File: config.mk
export PLATFORM = sky130hd
export DESIGN_NAME = prog_loader
export DESIGN_NICKNAME = d
export VERILOG_FILES = /design/src/rtl/cpu_pkg.sv /design/src/rtl/prog_loader.sv
export SDC_FILE = /design/constraint.sdc
export NUM_CORES = 1
export LEC_CHECK = 0
export CAP_MARGIN = 10
export CORE_MARGIN = 10
export CORE_UTILIZATION = 31
export CTS_CLUSTER_DIAMETER = 200
export DETAILED_ROUTE_END_ITERATION = 8
export HOLD_SLACK_MARGIN = 0.08
export PLACE_DENSITY = 0.67
export SLEW_MARGIN = 20
export SYNTH_ARGS = -nofsm -noshare
export SYNTH_HDL_FRONTEND = slang
export SYNTH_SLANG_ARGS = --single-unit
export TNS_END_PERCENT = 5
File: constraint.sdc
create_clock -name clk -period 1.7 [get_ports clk]
set_clock_uncertainty 0.1 [all_clocks]
set_input_delay 0.255 -clock clk [delete_from_list [all_inputs] [get_ports clk]]
set_output_delay 0.255 -clock clk [all_outputs]
set_load 0.02 [all_outputs]
File: src/rtl/cpu_pkg.sv
// Shared CPU definitions: bus/RAM geometry and the program loader state encoding.
package cpu_pkg;

    localparam int CPU_DATA_W = 8;
    localparam int CPU_ADDR_W = 4;

    typedef enum logic [2:0] {
        IDLE,
        ADDR,
        WAIT_DATA,
        WRITE,
        FINISH
    } loader_state_t;

endpackage

File: src/rtl/prog_loader.sv
// Streams a program image into CPU RAM over the shared bus: MAR address, take one
// stream byte, RAM write, repeat; holds the CPU until a complete image is in place.
module prog_loader
    import cpu_pkg::*;
#(
    parameter int DATA_W        = CPU_DATA_W,
    parameter int ADDR_W        = CPU_ADDR_W,
    parameter bit HOLD_AT_RESET = 1'b1
) (
    input  logic              clk,
    input  logic              rst,
    input  logic              start,
    input  logic [ADDR_W-1:0] base_addr,
    input  logic [ADDR_W:0]   load_len,
    input  logic              abort,
    input  logic              in_valid,
    input  logic [DATA_W-1:0] in_data,
    output logic              in_ready,
    output logic [DATA_W-1:0] bus_out,
    output logic              bus_drive,
    output logic              mar_load,
    output logic              ram_load,
    output logic              cpu_hold,
    output logic              busy,
    output logic              done
);

    loader_state_t     state_q, state_d;
    logic [ADDR_W-1:0] addr_q, addr_d;
    logic [ADDR_W:0]   rem_q, rem_d;
    logic [DATA_W-1:0] byte_q, byte_d;
    logic              hold_q, hold_d;

    always_ff @(posedge clk) begin
        if (rst) begin
            state_q <= IDLE;
            addr_q  <= '0;
            rem_q   <= '0;
            byte_q  <= '0;
            hold_q  <= HOLD_AT_RESET;
        end else begin
            state_q <= state_d;
            addr_q  <= addr_d;
            rem_q   <= rem_d;
            byte_q  <= byte_d;
            hold_q  <= hold_d;
        end
    end

    always_comb begin
        state_d = state_q;
        addr_d  = addr_q;
        rem_d   = rem_q;
        byte_d  = byte_q;
        hold_d  = hold_q;
        case (state_q)
            IDLE: begin
                if (start) begin
                    if (load_len != '0) begin
                        addr_d  = base_addr;
                        rem_d   = load_len;
                        hold_d  = 1'b1;
                        state_d = ADDR;
                    end else begin
                        state_d = FINISH;
                    end
                end
            end
            ADDR: state_d = abort ? IDLE : WAIT_DATA;
            WAIT_DATA: begin
                if (abort) begin
                    state_d = IDLE;
                end else if (in_valid) begin
                    byte_d  = in_data;
                    state_d = WRITE;
                end
            end
            WRITE: begin
                // The RAM write of this cycle is a pure state decode, so it
                // still lands even when abort cuts the load short here.
                rem_d = rem_q - 1'b1;
                if (abort) begin
                    state_d = IDLE;
                end else if (rem_q == (ADDR_W+1)'(1)) begin
                    state_d = FINISH;
                end else begin
                    addr_d  = addr_q + 1'b1;
                    state_d = ADDR;
                end
            end
            FINISH: begin
                hold_d  = 1'b0;
                state_d = IDLE;
            end
            default: state_d = IDLE;
        endcase
    end

    // Bus-side outputs depend only on registered state/data, never on inputs.
    always_comb begin
        in_ready  = 1'b0;
        bus_drive = 1'b0;
        mar_load  = 1'b0;
        ram_load  = 1'b0;
        bus_out   = '0;
        case (state_q)
            ADDR: begin
                bus_drive = 1'b1;
                mar_load  = 1'b1;
                bus_out   = DATA_W'(addr_q);
            end
            WAIT_DATA: begin
                bus_drive = 1'b1;
                in_ready  = 1'b1;
            end
            WRITE: begin
                bus_drive = 1'b1;
                ram_load  = 1'b1;
                bus_out   = byte_q;
            end
            default: ;
        endcase
    end

    assign busy     = (state_q != IDLE);
    assign done     = (state_q == FINISH);
    assign cpu_hold = hold_q;

endmodule

==> impl_metrics.tcl <==
set metrics [dict create \
    die_w_um 83.2 \
    rows 22 \
    pwr-share-comb_pct 31.4 \
    drc 0 \
    status "finished with violations" \
    synth_edf_count 0 \
    grt_pass1_vias 1396 \
    cts-root-buf "clkbuf_8" \
    gp_congestion 0.790 \
    relSlewSlack_pct 72.5 \
    synth_compound_area_share_pct 18.9 \
    area_delta_synth_final_pct 54.8 \
    syn-num-nets 168 \
    path_max_fanout 9 \
    critPathLaunchType "register" \
    drive_gt1_share_pct 33.3 \
    clock_latency_ps 260 \
    syn_avg_cell_area_um2 8.67 \
    synth_xor_xnor_area_share_pct 2.83 \
    die_area_mm2 0.00693 \
    wl_per_cell_um 14.4 \
    rrSetupSlack_ps -4 \
    worstMarginPinSlew_ps 407 \
    peakVddDrop_mv 0.391 \
    die_h_um 83.2 \
    drv_cap 0 \
    critPathArrivalTime_ps 1770 \
    multi_input_area_um2 807 \
    cp.required_ps 1760 \
    final_max_slew_viol_count 0 \
    grt_use_total_pct 10.5 \
    start_util_pct 32.9 \
    hp-class "register to register" \
    p_leak_nw 0.841 \
    clockBufferDepth 2 \
    syn_inst 143 \
    setup_viol 1 \
    antenna_found_initial 0 \
    final_area_mm2 0.00192 \
    htree_levels 1 \
    num_io_pins 37 \
    drtIter0Drc 103 \
    synth_area_mm2 0.00124 \
    p_seq_share_pct 42.6 \
    routed_via_density 5.03 \
    globalRouteOverflowTotal 0 \
    violations "setup timing" \
    power.density_mw_per_mm2 668 \
    min_from "byte_q[4]$_SDFFE_PP0P_" \
    clk_pin_slew_ps 80 \
    diodes 0 \
    post-route-period-util_pct 100 \
    cp-startpoint "state_q[0]$_SDFFE_PP0P_" \
    synthAdderAreaFrac_pct 3.03 \
    r2r_start "state_q[0]$_SDFFE_PP0P_" \
    placed_area_mm2 0.00186 \
    fillers 346 \
    yosys.area_share.simple_pct 26.2 \
    wl_um 3680 \
    setup.worst_path.class "register to register" \
    rsz0062_at_grt "yes" \
    drtPass1Iterations 4 \
    grt_pass1_wl_um 6360 \
    core_region_area_mm2 0.00377 \
    yosys_register_bits 21 \
    switching_share_pct 29.6 \
    dpl.hpwl_um 2900 \
    synth_top_family_by_area "simple AND/OR/NAND/NOR gates" \
    seq_area_frac_synth_pct 33.9 \
    register_area_um2 424 \
    grt_max_degree 12 \
    cp-end-kind "register" \
    fin_crit_ps 1700 \
    ys_warn_count 0 \
    cts_tree "built" \
    via_count 1283 \
    async_flop_share_pct 0 \
    nets 233 \
    synthMuxAreaShare_pct 9.69 \
    tns_ps -3.89 \
    port_buffers 36 \
    intPower_mw 0.902 \
    max_freq_ghz 0.587 \
    cts_sinks 21 \
    clockPowerShare_pct 26.0 \
    final_antenna_net_count 0 \
    synth_flop_cell "dfxtp_1" \
    net-switching-power_mw 0.379 \
    fin_ws_ps -3.89 \
    synth_cell_types 41 \
    final_hold_viol_count 0 \
    cts_made_buffers 3 \
]
[synthesized netlist by cell type (2+ instances only)]
cell type / n / area [um2]
ha_1: 3 / 37.5
a211oi_1: 4 / 30.0
nand3b_1: 2 / 15.0
nand2b_1: 2 / 12.5
nand2_1: 4 / 15.0
and2_1: 5 / 31.3
nor2_1: 21 / 78.8
or3_1: 2 / 12.5
inv_1: 7 / 26.3
dfxtp_1: 21 / 420
buf_2: 3 / 15.0
a31oi_1: 2 / 12.5
mux2i_1: 12 / 120
nand3_1: 5 / 25.0
a21oi_1: 7 / 35.0
nor3_1: 7 / 35.0
a22oi_1: 3 / 22.5
o31ai_1: 2 / 15.0
o21ai_0: 4 / 20.0
clkbuf_1: 2 / 7.51
xor2_1: 3 / 26.3
o2111ai_1: 2 / 17.5
nor4_1: 2 / 12.5
[power by group through the flow]
stage	clock [mW]	combinational, mW	sequential [mW]
2_1_floorplan	0	0.198	0.552
3_3_place_gp	0	0.381	0.554
3_5_place_dp	0	0.388	0.556
4_1_cts	0.342	0.390	0.545
5_1_grt	0.369	0.443	0.549
6_report	0.334	0.402	0.546
[worst max-delay path: stages (launching register included)]
cell and delay, ps:
dfxtp_2 350, buf_6 140, nor4b_4 380, o31ai_4 120
buf_6 160, and2_4 150, a31o_1 200
[cells by family (layout without fill, tap and decap cells)]
logic type / count (synthesis) / in the layout
and+or+nand+nor: 57 / 57
AOI/OAI and AO/OA: 32 / 32
DFF: 21 / 21
buffers and inverters: 14 / 78
muxes: 12 / 12
xor gates and xnor gates: 4 / 4
adders and majority gates: 3 / 3
[metrics by stage]
stage          power, mW  hold WS (ps)  setup WS [ps]  std cells  util [%]
3_5_place_dp       0.944           378           -278        251      49.2
6_report            1.28           391          -3.89        255      50.9
5_1_grt             1.36           428          -53.1        255      50.9
3_3_place_gp       0.935           369           -238        251      49.2
4_1_cts             1.28           396          -45.8        255      50.8
2_1_floorplan      0.749           232          -4.18        143         -
[per-layer routing]
metal	wire length, um	track usage, %	up-vias
met1	1730	13.0	592
met2	1670	16.6	40
met5	0	0	-
li1	-	-	646
met3	242	3.13	5
met4	43	3.69	0
[layout by cell type, fill, tap and decap left out, drive strengths merged, types with 5 or more instances in the layout]
cell,Yosys,routed
a21oi,7,7
nor3,7,7
mux2i,12,12
clkbuf,2,8
nand3,5,5
clkdlybuf4s50,0,22
o21ai,5,5
nor2,21,21
inv,7,7
buf,5,36
and2,6,6
dfxtp,21,21
[worst paths after layout]
check                                end  depth (start not counted)
setup reg to reg  addr_q[1]$_SDFFE_PP0P_                          6
hold reg to reg   byte_q[4]$_SDFFE_PP0P_                          2
hold / removal    byte_q[4]$_SDFFE_PP0P_                          2
setup / recovery  addr_q[1]$_SDFFE_PP0P_                          6
[timing repair]
item / in CTS / in global routing
hold buffers: 0 / 0
resized for setup: 36 / 22
setup endpoints to repair: 19 / 23
gates cloned: 0 / 0
setup buffers: 0 / 0
pin swaps: 1 / 0
[layout make-up]
cell class                 count  area share [%]
sequential                    21            22.1
multi-input combinational    108            42.0
clock buffer                   4            2.35
tap                           48            3.13
inverter                       7            1.37
timing repair buffer          67            29.0
[registers in the layout, summed over array words and instances, names as in the netlist]
signal / flops
byte_q: 8
addr_q: 4
rem_q: 5
state_q: 3
cpu_hold: 1
Power figures use the tool's default switching activity.
